File: src/rtl/afe_spi_pkg.sv
// Shared constants for the AFE CPLD SPI master: byte width and FSM state codes.
package afe_spi_pkg;

  localparam int AFE_SPI_WIDTH = 8;

  // FSM state codes
  localparam logic [2:0] ST_IDLE  = 3'd0;
  localparam logic [2:0] ST_LOW   = 3'd1;
  localparam logic [2:0] ST_HIGH  = 3'd2;
  localparam logic [2:0] ST_TRAIL = 3'd3;
  localparam logic [2:0] ST_GAP   = 3'd4;

  // Index of the last bit of a transfer (bit_cnt exits here instead of wrapping)
  localparam logic [2:0] LAST_BIT = 3'(AFE_SPI_WIDTH - 1);

endpackage

File: src/rtl/afe_spi_tick.sv
// Reloadable down-counter: after a load of N, tick is high in the Nth cycle
// following the load. Reloading in the tick cycle gives back-to-back periods.
module afe_spi_tick #(
  parameter int W = 4
) (
  input  logic         clk,
  input  logic         rst_n,
  input  logic         load,
  input  logic [W-1:0] load_val,
  output logic         tick
);

  logic [W-1:0] cnt;

  // Count down from the loaded value and park at zero when not reloaded
  always_ff @(posedge clk or negedge rst_n) begin
    if (!rst_n)          cnt <= '0;
    else if (load)       cnt <= load_val;
    else if (cnt != '0)  cnt <= cnt - 1'b1;
  end

  assign tick = (cnt == W'(1));

endmodule

File: src/rtl/afe_spi_master.sv
// SPI master (mode 0, MSB first) for the AFE CPLD slave port. One transaction
// is exactly 8 SCLK pulses inside one CS_B low window: the GPIO byte goes out on
// MOSI and the ToT byte comes back on MISO. All pin outputs are registered.
module afe_spi_master
  import afe_spi_pkg::*;
#(
  parameter int CLK_DIV  = 2,  // clk cycles per SCLK half-period
  parameter int CS_SETUP = 2,  // extra SCLK-low cycles before the first rise
  parameter int CS_HOLD  = 2,  // last SCLK fall to CS_B rise
  parameter int CS_IDLE  = 4   // minimum CS_B high time between transfers
) (
  input  logic                     clk,
  input  logic                     rst_n,
  input  logic                     start,
  input  logic [AFE_SPI_WIDTH-1:0] tx_data,
  output logic                     busy,
  output logic                     done,
  output logic [AFE_SPI_WIDTH-1:0] rx_data,
  output logic                     sclk,
  output logic                     mosi,
  output logic                     cs_b,
  input  logic                     miso
);

  localparam int CW = $clog2(CS_SETUP + CLK_DIV + CS_HOLD + CS_IDLE + 1);

  localparam logic [CW-1:0] LD_FIRST = CW'(CS_SETUP + CLK_DIV);
  localparam logic [CW-1:0] LD_HALF  = CW'(CLK_DIV);
  localparam logic [CW-1:0] LD_HOLD  = CW'(CS_HOLD);
  localparam logic [CW-1:0] LD_GAP   = CW'(CS_IDLE);

  logic [2:0]               state;
  logic [2:0]               bit_cnt;
  logic [AFE_SPI_WIDTH-1:0] tx_sr;
  logic [AFE_SPI_WIDTH-1:0] rx_sr;
  logic                     miso_q;

  logic                     tick;
  logic                     tick_load;
  logic [CW-1:0]            tick_val;

  // One timer serves every timed state; it is reloaded on each state entry
  afe_spi_tick #(.W(CW)) u_tick (
    .clk      (clk),
    .rst_n    (rst_n),
    .load     (tick_load),
    .load_val (tick_val),
    .tick     (tick)
  );

  // MISO is asynchronous to clk; sample only the registered copy
  always_ff @(posedge clk or negedge rst_n) begin
    if (!rst_n) miso_q <= 1'b0;
    else        miso_q <= miso;
  end

  // Select the duration of the state being entered on this cycle's transition
  always_comb begin
    tick_load = 1'b0;
    tick_val  = '0;
    case (state)
      ST_IDLE: if (start) begin
        tick_load = 1'b1;
        tick_val  = LD_FIRST;
      end
      ST_LOW: if (tick) begin
        tick_load = 1'b1;
        tick_val  = LD_HALF;
      end
      ST_HIGH: if (tick) begin
        tick_load = 1'b1;
        tick_val  = (bit_cnt == LAST_BIT) ? LD_HOLD : LD_HALF;
      end
      ST_TRAIL: if (tick) begin
        tick_load = 1'b1;
        tick_val  = LD_GAP;
      end
      default: ;
    endcase
  end

  // Transfer sequencing: IDLE -> (LOW -> HIGH) x8 -> TRAIL -> GAP -> IDLE
  always_ff @(posedge clk or negedge rst_n) begin
    if (!rst_n) begin
      state   <= ST_IDLE;
      bit_cnt <= '0;
      tx_sr   <= '0;
      rx_sr   <= '0;
      rx_data <= '0;
      busy    <= 1'b0;
      done    <= 1'b0;
      sclk    <= 1'b0;
      mosi    <= 1'b0;
      cs_b    <= 1'b1;
    end else begin
      done <= 1'b0;
      case (state)
        ST_IDLE: begin
          if (start) begin
            tx_sr   <= tx_data;
            mosi    <= tx_data[AFE_SPI_WIDTH-1];
            cs_b    <= 1'b0;
            bit_cnt <= '0;
            busy    <= 1'b1;
            state   <= ST_LOW;
          end
        end
        ST_LOW: begin
          if (tick) begin
            sclk  <= 1'b1;
            rx_sr <= {rx_sr[AFE_SPI_WIDTH-2:0], miso_q};
            state <= ST_HIGH;
          end
        end
        ST_HIGH: begin
          if (tick) begin
            sclk <= 1'b0;
            if (bit_cnt == LAST_BIT) begin
              state <= ST_TRAIL;
            end else begin
              // Rotate so the next bit to send always sits at [6]; MOSI
              // changes on the SCLK fall, half a period before the next rise
              mosi    <= tx_sr[AFE_SPI_WIDTH-2];
              tx_sr   <= {tx_sr[AFE_SPI_WIDTH-2:0], tx_sr[AFE_SPI_WIDTH-1]};
              bit_cnt <= bit_cnt + 3'd1;
              state   <= ST_LOW;
            end
          end
        end
        ST_TRAIL: begin
          if (tick) begin
            cs_b    <= 1'b1;
            mosi    <= 1'b0;
            rx_data <= rx_sr;
            done    <= 1'b1;
            state   <= ST_GAP;
          end
        end
        ST_GAP: begin
          if (tick) begin
            busy  <= 1'b0;
            state <= ST_IDLE;
          end
        end
        default: state <= ST_IDLE;
      endcase
    end
  end

endmodule
File: config.mk
export PLATFORM = sky130hd
export DESIGN_NAME = afe_spi_master
export DESIGN_NICKNAME = d
export VERILOG_FILES = /design/src/rtl/afe_spi_pkg.sv /design/src/rtl/afe_spi_tick.sv /design/src/rtl/afe_spi_master.sv
export SDC_FILE = /design/constraint.sdc
export NUM_CORES = 1
export LEC_CHECK = 0
export CORE_MARGIN = 5
export CORE_UTILIZATION = 54
export CTS_BUF_LIST = sky130_fd_sc_hd__clkbuf_16
export DETAILED_ROUTE_END_ITERATION = 12
export HOLD_SLACK_MARGIN = 0.02
export PLACE_DENSITY = 0.84
export REMOVE_ABC_BUFFERS = 1
export SETUP_SLACK_MARGIN = 0.1
export SYNTH_ARGS = -nofsm -noshare
export SYNTH_HDL_FRONTEND = slang
export SYNTH_SLANG_ARGS = --single-unit
File: constraint.sdc
create_clock -name clk -period 2.71 [get_ports clk]
set_clock_uncertainty 0.15 [all_clocks]
set_input_delay 0.813 -clock clk [delete_from_list [all_inputs] [get_ports clk]]
set_output_delay 0.813 -clock clk [all_outputs]
set_load 0.01 [all_outputs]
==> key figures, run 1 <==
Pwr
  • P_int: about 1600 uW
  • Psw: 795 uW
  • Clk pwr share: 0.265
  • Pwr dens: between 1000 and 1500 nW/um^2
  • Sw frac: 0.325
  • Max VDD drop: 0.000623 V
  • P_leak: roughly 0.0011 uW
  • Logic pwr share: 0.325
  • Reg power frac: 0.410
  • Tot Pwr: between 2000 and 2500 uW

Placement
  • HPWL after DPL: 2300 um
  • IO buf count: 24
  • Routability cong.: 0.787
  • Placed cell count: 222

Timing
  • Fin crit share: 0.867
  • Max-slew headroom: 0.426
  • Fin Setup TNS: 0 ns
  • Max Fclk: 426 MHz
  • RSZ-0062 raised after global routing: false
  • Minimum clock period: about 2.3 ns
  • Max-slew violation total from the final report: 0
  • Final Hold Fails: 0
  • Slew @ Worst Pin: 0.861 ns
  • Fin Hold WS: around 0.34 ns
  • Final setup violation count: 0

Logic synthesis
  • Post-synth top area share: 0.530
  • Synthesized flop and latch total: 40
  • Synth Cell Area: 1840 um^2
  • Most numerous cell in the Yosys netlist: dfrtp_1
  • Yosys warnings: 0
  • Syn Inst Count: 156
  • Synth Area in Adders: 0.0340
  • Register area share after synthesis: 0.545
  • Leading register cell type out of synthesis: dfrtp_1
  • Combinational family with the most area after synthesis: multiplexers
  • Share of flip-flops with an asynchronous set or reset: 1.00
  • Area fraction in compound gates after synthesis: 0.103
  • Simple-gate share of the synthesized area: 0.129
  • Xor-xnor portion of the synthesized cell area: 0.00476
  • Multiplexer area fraction after synthesis: 0.148
  • Distinct cells, synth: 36
  • Leading area contributor after synthesis: dfrtp_1
  • Number of synthesized flops with an enable pin: 0
  • Synth area leaders: dfrtp_1 53%, mux2_2 10%, a21oi_1 4.1%, mux2i_1 3.8%, ha_1 3.4%
  • Syn Area/Cell: roughly 12 um^2
  • Synth top cells by count: 39 x dfrtp_1, 17 x mux2_2, 15 x a21oi_1, 15 x nor2_1, 10 x inv_1

Critical path
  • Setup crit end kind: register
  • Stages on the worst setup path: 6
  • Buffers & Inverters on Critical Path: 2
  • CP cell instances: clkdlybuf4s50_1 > nor2b_1 > o221a_2 > buf_4 > nor2_1 > a21oi_1
  • R2r endpoint: tx_sr[0]$_DFFE_PN0P_
  • Critical Path Max Stage Delay: 0.52 ns
  • Reg2Reg Setup Slack: between 0.5 and 0.6 ns
  • Worst EP required: about 2.8 ns
  • Worst Path Max Fanout: 15
  • CP startpoint kind: input port
  • Critical Path AT: 2.39 ns
  • Largest delay share family, worst path: buffers and inverters
  • R2R cell count: 7
  • Critical path class: input port to register
  • Reg2Reg Launch Point: u_tick.cnt[1]$_DFFE_PN0P_
  • CP max stage cell: clkdlybuf4s50_1

Clock tree
  • Post-CTS Resized: 0
  • CTS root buffer: clkbuf_16
  • Postcts setup bufs: 0
  • CTS tree: done
  • Worst skew pair latency: 0.28 ns
  • CTS clk-pin slew, worst paths: 0.05 ns
  • CTS HTree Levels: 2
  • CTS Hold Bufs: 0
  • CTS Buf Count: 5
  • CTS sink cnt: 40
  • CTS max path bufs: 2

Detailed routing
  • Final WL: 3380 um
  • Post-DR vias/cell: 5.36
  • Routed Antenna Nets: 0
  • Number of remaining DRC errors: 0
  • Wire length per cell: 14.7 um
  • Drt first-iter violations: between 70 and 80
  • Drt pass-1 iters: 4
  • Vias post-DR: 1232

Status
  • Status: complete, no violations

Cells and area
  • Area grow syn2layout: 23.5%
  • Fin cells: between 200 and 250
  • Fillers: roughly 250
  • N_diodes: 0
  • Layout net count: 200
  • Layout cells sized above 1: 0.179
  • Area of the multi-input gates: 771 um^2
  • FF+latch area: roughly 1000 um^2

Min path
  • HP Class: register to register
  • Worst hold endpoint: rx_sr[0]$_DFFE_PN0P_
  • HP Start: miso_q$_DFF_PN0_
  • Hold depth: 1

Floorplanning
  • Num ports: 25
  • Starting Density: 0.556
  • FP Rows: 21
  • Die width: 68.4 um
  • Die Y: ~68 um
  • Core area: 3310 um^2
  • Die area: approximately 4700 um^2

Global route
  • Largest net degree at the start of global routing: slightly above 40
  • Antenna violations before repair: 0
  • Grt total ovfl: 0
  • First-pass GRT wire length: 5960 um
  • Tot GR Track Use: 0.175
  • Vias in the first global route: 1273

Run
  • Max Cap Viol: 0
[cell families (layout without fill, tap and decap cells)]
| logic type | Yosys count | after routing |
|---|---|---|
| multiplexers | 25 | 25 |
| buffers and inverters | 15 | 43 |
| flip-flops | 40 | 40 |
| AND/OR/NAND/NOR | 38 | 38 |
| XOR/XNOR | 1 | 1 |
| AO/OA/AOI/OAI | 32 | 32 |
| adder cells (fa/ha/maj) | 5 | 5 |
[sequential cells by signal, indices dropped and copies added (netlist names)]
signal	flops
rx_data	8
rx_sr	8
tx_sr	8
u_tick.cnt	4
bit_cnt	3
state	3
busy	1
cs_b	1
done	1
miso_q	1
mosi	1
sclk	1
[power groups by stage]
| stage | combinational [uW] | clock, uW | sequential (uW) |
|---|---|---|---|
| floorplan | 534 | 0 | 989 |
| global placement | 756 | 0 | 996 |
| detailed placement | 795 | 0 | 1010 |
| CTS | 807 | 655 | 1000 |
| global route | 894 | 692 | 1040 |
| finish | 795 | 647 | 1000 |
[through the flow]
stage               cell area (um^2)  setup WS (ns)  utilization
global placement                2110          0.216        0.638
finish                          2270          0.361        0.687
global route                    2270          0.183        0.687
floorplan                       1810          0.669            -
CTS                             2270          0.375        0.687
detailed placement              2110          0.137        0.638
[cells in the final DEF (no fill, tap or decap), types with 4 or more instances in the layout]
cell             count
mux2i_1              7
clkdlybuf4s50_1     23
a21oi_1             15
ha_1                 5
o21ai_0              9
inv_1               10
mux2_2              17
nor2_1              15
nand2_1              4
dfrtp_1             39
clkbuf_16            5
[metal layers]
metal	wire, um	track usage	vias up	share of wire
met3	161	0.0542	9	0.048
met1	1460	0.221	594	0.43
met5	0	0	-	0
met2	1690	0.275	26	0.50
met4	74	0.0744	0	0.022
li1	-	-	603	-
[worst max path at each step]
| stage | startpoint | endpoint |
|---|---|---|
| after floorplan | start | bit_cnt[0]$_DFFE_PN0P_ |
| after global placement | start | bit_cnt[0]$_DFFE_PN0P_ |
| after detailed placement | start | tx_sr[0]$_DFFE_PN0P_ |
| after CTS | start | tx_sr[0]$_DFFE_PN0P_ |
| after global routing | start | tx_sr[0]$_DFFE_PN0P_ |
| final | start | tx_sr[0]$_DFFE_PN0P_ |
[cell type report]
cell class	instances	area share
inverter	10	0.0165
clock buffer	5	0.0550
tap	46	0.0253
multi-input combinational	101	0.339
sequential	40	0.441
timing repair buffer	25	0.107
clock inverter	3	0.0165
Power figures use the tool's default switching activity.
==> run 2: changes to the inputs <==
--- a/config.mk
+++ b/config.mk
@@ -6,13 +6,14 @@
 export NUM_CORES = 1
 export LEC_CHECK = 0
 export CORE_MARGIN = 5
-export CORE_UTILIZATION = 54
+export CORE_UTILIZATION = 56
 export CTS_BUF_LIST = sky130_fd_sc_hd__clkbuf_16
 export DETAILED_ROUTE_END_ITERATION = 12
 export HOLD_SLACK_MARGIN = 0.02
-export PLACE_DENSITY = 0.84
+export PLACE_DENSITY = 0.86
 export REMOVE_ABC_BUFFERS = 1
 export SETUP_SLACK_MARGIN = 0.1
+export SKIP_LAST_GASP = 1
 export SYNTH_ARGS = -nofsm -noshare
 export SYNTH_HDL_FRONTEND = slang
 export SYNTH_SLANG_ARGS = --single-unit
==> constraint.sdc (replaced) <==
create_clock -name clk -period 2.9 [get_ports clk]
set_clock_uncertainty 0.15 [all_clocks]
set_input_delay 0.87 -clock clk [delete_from_list [all_inputs] [get_ports clk]]
set_output_delay 0.87 -clock clk [all_outputs]
set_load 0.01 [all_outputs]
==> run 2 against run 1 <==
Die area down 3.0%; register-to-register slack better by 0.14 ns; combinational power down 5.5%; critical endpoint is now tx_sr[3]$_DFFE_PN0P_.
==> key figures, run 2 (synthesized netlist as in run 1, its figures left out) <==
Status
  • Status: complete, no violations

Cells and area
  • Area grow syn2layout: 23.7%
  • Commonest non-fill, non-tap cells in the layout: 39 x dfrtp_1, 23 x clkdlybuf4s50_1, 17 x mux2_2
  • N_diodes: 0
  • Commonest non-fill, non-tap cell in the layout: dfrtp_1
  • Layout net count: 200
  • Regs by FF count: rx_data x8, rx_sr x8, tx_sr x8
  • Layout cells sized above 1: 0.190
  • Fillers: approximately 240

Floorplanning
  • Die Y: 67.3 um
  • Die area: 4530 um^2
  • Core area: 3100 um^2
  • FP Rows: 20
  • Num ports: 25
  • Starting Density: 0.593
  • Die width: 67.3 um

Clock tree
  • CTS tree: done
  • CTS HTree Levels: 2
  • CTS max path bufs: 2
  • CTS sink cnt: 40
  • Post-CTS Resized: 0
  • CTS root buffer: clkbuf_16
  • CTS Buf Count: 5
  • CTS clk-pin slew, worst paths: approximately 0.060 ns
  • CTS Hold Bufs: 0
  • Postcts setup bufs: 0
  • Worst skew pair latency: between 0.2 and 0.3 ns

Critical path
  • CP max stage cell: clkdlybuf4s50_1
  • R2R cell count: 7
  • CP startpoint kind: input port
  • Reg2Reg Launch Point: u_tick.cnt[1]$_DFFE_PN0P_
  • Setup crit end kind: register
  • Critical Path AT: 2.48 ns
  • Critical Path Max Stage Delay: a little over 0.5 ns
  • CP cell instances: clkdlybuf4s50_1 > nor2b_1 > o221a_2 > buf_4 > nor2_1 > a21oi_1
  • Worst EP required: 2.95 ns
  • Reg2Reg Setup Slack: approximately 0.70 ns
  • Critical path class: input port to register
  • R2r endpoint: tx_sr[3]$_DFFE_PN0P_
  • Worst Path Max Fanout: 11

Placement
  • Setup WS pre-CTS: between 0.2 and 0.25 ns
  • HPWL after DPL: roughly 2500 um
  • IO buf count: 24
  • Routability cong.: 0.814

Timing
  • Final setup violation count: 0
  • Max Fclk: 411 MHz
  • Max-slew violation total from the final report: 0
  • Max-slew headroom: 0.415
  • Fin Hold WS: 0.331 ns
  • RSZ-0062 raised after global routing: false
  • Minimum clock period: 2.44 ns
  • Slew @ Worst Pin: ~0.88 ns
  • Final Hold Fails: 0
  • Fin Setup TNS: 0 ns
  • Fin crit share: 0.840
  • Worst Slack Setup Final: 0.464 ns

Pwr
  • Pwr dens: 1020 nW/um^2
  • P_leak: 0.00109 uW
  • Max VDD drop: 0.000667 V

Detailed routing
  • Post-DR vias/cell: ~5.4
  • Drt pass-1 iters: 4
  • Vias post-DR: 1237
  • Wire length per cell: around 16 um
  • Drt first-iter violations: between 50 and 60
  • Final WL: between 3000 and 4000 um
  • Number of remaining DRC errors: 0
  • Routed Antenna Nets: 0

Run
  • Max Cap Viol: 0

Min path
  • HP Start: miso_q$_DFF_PN0_
  • Worst hold endpoint: rx_sr[0]$_DFFE_PN0P_
  • Hold depth: 1
  • HP Class: register to register

Global route
  • Tot GR Track Use: 0.190
  • Antenna violations before repair: 0
  • First-pass GRT wire length: 6190 um
  • Grt total ovfl: 0
  • Largest net degree at the start of global routing: 41
  • Vias in the first global route: between 1000 and 1500
==> run 2: cell types whose count changed in the layout (fill, tap and decap cells not counted) <==
cell / change
clkinv_2: +1
clkinvlp_4: +1
clkinv_1: -2
==> run 2: worst max path at each step <==
stage                                   to   from  slack [ns]  depth (start not counted)
finish                tx_sr[3]$_DFFE_PN0P_  start        0.46                          6
global route          tx_sr[3]$_DFFE_PN0P_  start        0.35                          6
CTS                   tx_sr[3]$_DFFE_PN0P_  start        0.45                          6
detailed placement  bit_cnt[0]$_DFFE_PN0P_  start        0.20                          4
global placement    bit_cnt[0]$_DFFE_PN0P_  start        0.27                          4
floorplan           bit_cnt[0]$_DFFE_PN0P_  start        0.80                          3
==> run 2: routing by layer <==
metal / part of all wire / track usage / vias to the layer above
li1: - / - / 594
met1: 0.42 / 0.224 / 605
met2: 0.51 / 0.310 / 27
met3: 0.042 / 0.0649 / 11
met4: 0.029 / 0.0937 / 0
met5: 0 / 0 / -
==> run 2: area by class of cell <==
| type | count | area (um^2) | area share |
|---|---|---|---|
| clock buffers | 5 | 125 | 0.0550 |
| multi-input cells | 101 | 771 | 0.339 |
| clock inverters | 3 | 42.5 | 0.0187 |
| inverters | 10 | 37.5 | 0.0165 |
| flip-flops and latches | 40 | 1000 | 0.440 |
| well taps | 44 | 55.1 | 0.0242 |
| repair buffers | 25 | 243 | 0.107 |
==> run 2: worst max-delay path, delay by kind of cell <==
kind            cells  cell delay (ns)
compound gates      2             0.52
simple gates        2             0.36
buf+inv             2             0.72
==> run 2: metrics by stage <==
| step | util | cell area (um^2) | power, uW | cells |
|---|---|---|---|---|
| after floorplan | - | 1810 | 1420 | 151 |
| after global placement | 0.679 | 2110 | 1640 | 220 |
| after detailed placement | 0.679 | 2110 | 1700 | 220 |
| after CTS | 0.733 | 2280 | 2340 | 228 |
| after global routing | 0.733 | 2280 | 2470 | 228 |
| final | 0.733 | 2280 | 2320 | 228 |
==> run 2: power breakdown <==
part           internal, uW  switching [uW]  total (uW)  leakage [uW]
Sequential              760             186         946      0.000498
Clock                   404             216         620     0.0000798
Combinational           382             369         751      0.000514
==> run 3: changes to the inputs <==
--- a/config.mk
+++ b/config.mk
@@ -6,11 +6,11 @@
 export NUM_CORES = 1
 export LEC_CHECK = 0
 export CORE_MARGIN = 5
-export CORE_UTILIZATION = 56
+export CORE_UTILIZATION = 54
 export CTS_BUF_LIST = sky130_fd_sc_hd__clkbuf_16
 export DETAILED_ROUTE_END_ITERATION = 12
 export HOLD_SLACK_MARGIN = 0.02
-export PLACE_DENSITY = 0.86
+export PLACE_DENSITY = 0.84
 export REMOVE_ABC_BUFFERS = 1
 export SETUP_SLACK_MARGIN = 0.1
 export SKIP_LAST_GASP = 1
==> constraint.sdc (replaced) <==
create_clock -name clk -period 2.45 [get_ports clk]
set_clock_uncertainty 0.15 [all_clocks]
set_input_delay 0.735 -clock clk [delete_from_list [all_inputs] [get_ports clk]]
set_output_delay 0.735 -clock clk [all_outputs]
set_load 0.01 [all_outputs]
==> run 3 against run 2 <==
Power rose by 13%; largest power group unchanged; combinational power rose by 19%; die area rose by 3.1%; sequential cell count did not move; critical path depth fell by 5; critical path type is now register to output pin; count of clock-buffer cells in the layout did not move; final area fell by 0.60%; non-clock buffer count rose by 2.
==> key figures, run 3 (synthesized netlist as in run 1, its figures left out) <==
Floorplanning
  • Die area: around 4700 um^2
  • Die width: 68.4 um
  • Core area: around 3300 um^2
  • Die Y: ~70 um
  • Num ports: 25
  • Starting Density: 0.556
  • FP Rows: 21

Timing
  • Fin crit share: 0.908
  • Fin Hold WS: 0.346 ns
  • Fin Setup TNS: 0 ns
  • Max-slew violation total from the final report: 0
  • Slew @ Worst Pin: approximately 0.58 ns
  • Max-slew headroom: 0.610
  • Minimum clock period: ~2.2 ns
  • Final setup violation count: 0
  • Max Fclk: roughly 450 MHz
  • Final Hold Fails: 0
  • RSZ-0062 raised after global routing: false

Global route
  • Largest net degree at the start of global routing: 41
  • Vias in the first global route: 1309
  • First-pass GRT wire length: 6190 um
  • Antenna violations before repair: 0
  • Tot GR Track Use: 0.185
  • Grt total ovfl: 0

Critical path
  • CP cell instances: clkdlybuf4s50_1
  • Critical path class: register to output pin
  • Crit. Startpoint: cs_b$_DFFE_PN1P_
  • Largest delay share family, worst path: flip-flops
  • Critical Path Max Stage Delay: 0.53 ns
  • Setup crit end kind: output pin
  • Buffers & Inverters on Critical Path: 1
  • Reg2Reg Launch Point: u_tick.cnt[1]$_DFFE_PN0P_
  • Critical Path AT: about 1.3 ns
  • Worst Path Max Fanout: 2
  • Worst EP required: 1.56 ns
  • CP max stage cell: dfstp_2
  • CP startpoint kind: register

Clock tree
  • CTS Buf Count: 5
  • Worst skew pair latency: around 0.28 ns
  • CTS Hold Bufs: 0
  • CTS HTree Levels: 2
  • CTS root buffer: clkbuf_16
  • CTS clk-pin slew, worst paths: 0.05 ns
  • CTS tree: done
  • CTS sink cnt: 40
  • CTS max path bufs: 2

Cells and area
  • Area grow syn2layout: 22.9%
  • Layout cells sized above 1: 0.195
  • Regs by FF count: rx_data x8, rx_sr x8, tx_sr x8
  • Layout net count: between 200 and 250
  • Commonest non-fill, non-tap cell in the layout: dfrtp_1
  • Commonest non-fill, non-tap cells in the layout: 39 x dfrtp_1, 23 x clkdlybuf4s50_1, 17 x mux2_2
  • Fin cells: approximately 230
  • N_diodes: 0

Detailed routing
  • Routed Antenna Nets: 0
  • Number of remaining DRC errors: 0
  • Drt pass-1 iters: 4
  • Wire length per cell: 15.3 um
  • Vias post-DR: ~1300
  • Post-DR vias/cell: 5.45
  • Drt first-iter violations: between 60 and 70
  • Final WL: 3540 um

Pwr
  • P_leak: 0.00109 uW
  • Psw: 891 uW
  • Reg power frac: 0.428
  • Tot Pwr: between 2000 and 3000 uW
  • Logic pwr share: 0.343
  • Pwr dens: ~1200 nW/um^2
  • Sw frac: 0.341
  • Max VDD drop: around 0.00075 V
  • P_int: 1720 uW
  • Clk pwr share: 0.229

Placement
  • Routability cong.: 0.804
  • Placed cell count: 224
  • HPWL after DPL: 2410 um
  • IO buf count: 24

Min path
  • HP Class: input port to async pin

Status
  • Status: complete, no violations

Run
  • Max Cap Viol: 0
## run 3: final timing paths
kind                       cells past startpoint                    to  slack, ns
max                                            1                  cs_b       0.23
max in group asynchronous                      2      cs_b$_DFFE_PN1P_       1.43
min                                            2  tx_sr[0]$_DFFE_PN0P_       0.35
min in group clk                               1  rx_sr[0]$_DFFE_PN0P_       0.35
min reg2reg                                    1  rx_sr[0]$_DFFE_PN0P_       0.35
max reg2reg                                    6      mosi$_DFFE_PN0P_       0.32
## run 3: per-stage QoR
stage | setup WS [ns] | cell area, um^2 | util
global route | 0.170 | 2260 | 0.683
finish | 0.225 | 2260 | 0.683
CTS | 0.213 | 2260 | 0.683
detailed placement | -0.0150 | 2130 | 0.642
floorplan | 0.422 | 1810 | -
global placement | 0.0521 | 2130 | 0.642
## run 3: power groups by stage
stage,registers (uW),logic (uW),clock network (uW)
floorplan,1090,591,0
global placement,1100,843,0
detailed placement,1120,895,0
CTS,1120,907,618
global route,1160,1010,648
finish,1120,897,598
## run 3: repair_timing
action,CTS,global route
setup endpoints to repair,0,1
resized for setup,0,1
buffers inserted,0,0
## run 3: layout make-up
| type | count | area, um^2 |
|---|---|---|
| well taps | 46 | 57.6 |
| clock inverters | 2 | 8.76 |
| repair buffers | 27 | 258 |
| multi-input cells | 101 | 773 |
| inverters | 10 | 37.5 |
| fillers | 264 | 1050 |
| clock buffers | 5 | 125 |
| flip-flops and latches | 40 | 1000 |
## run 3: layer usage
metal	share of wire	track usage
met1	0.43	0.222
met2	0.51	0.309
met3	0.039	0.0575
met4	0.012	0.0744
met5	0	0
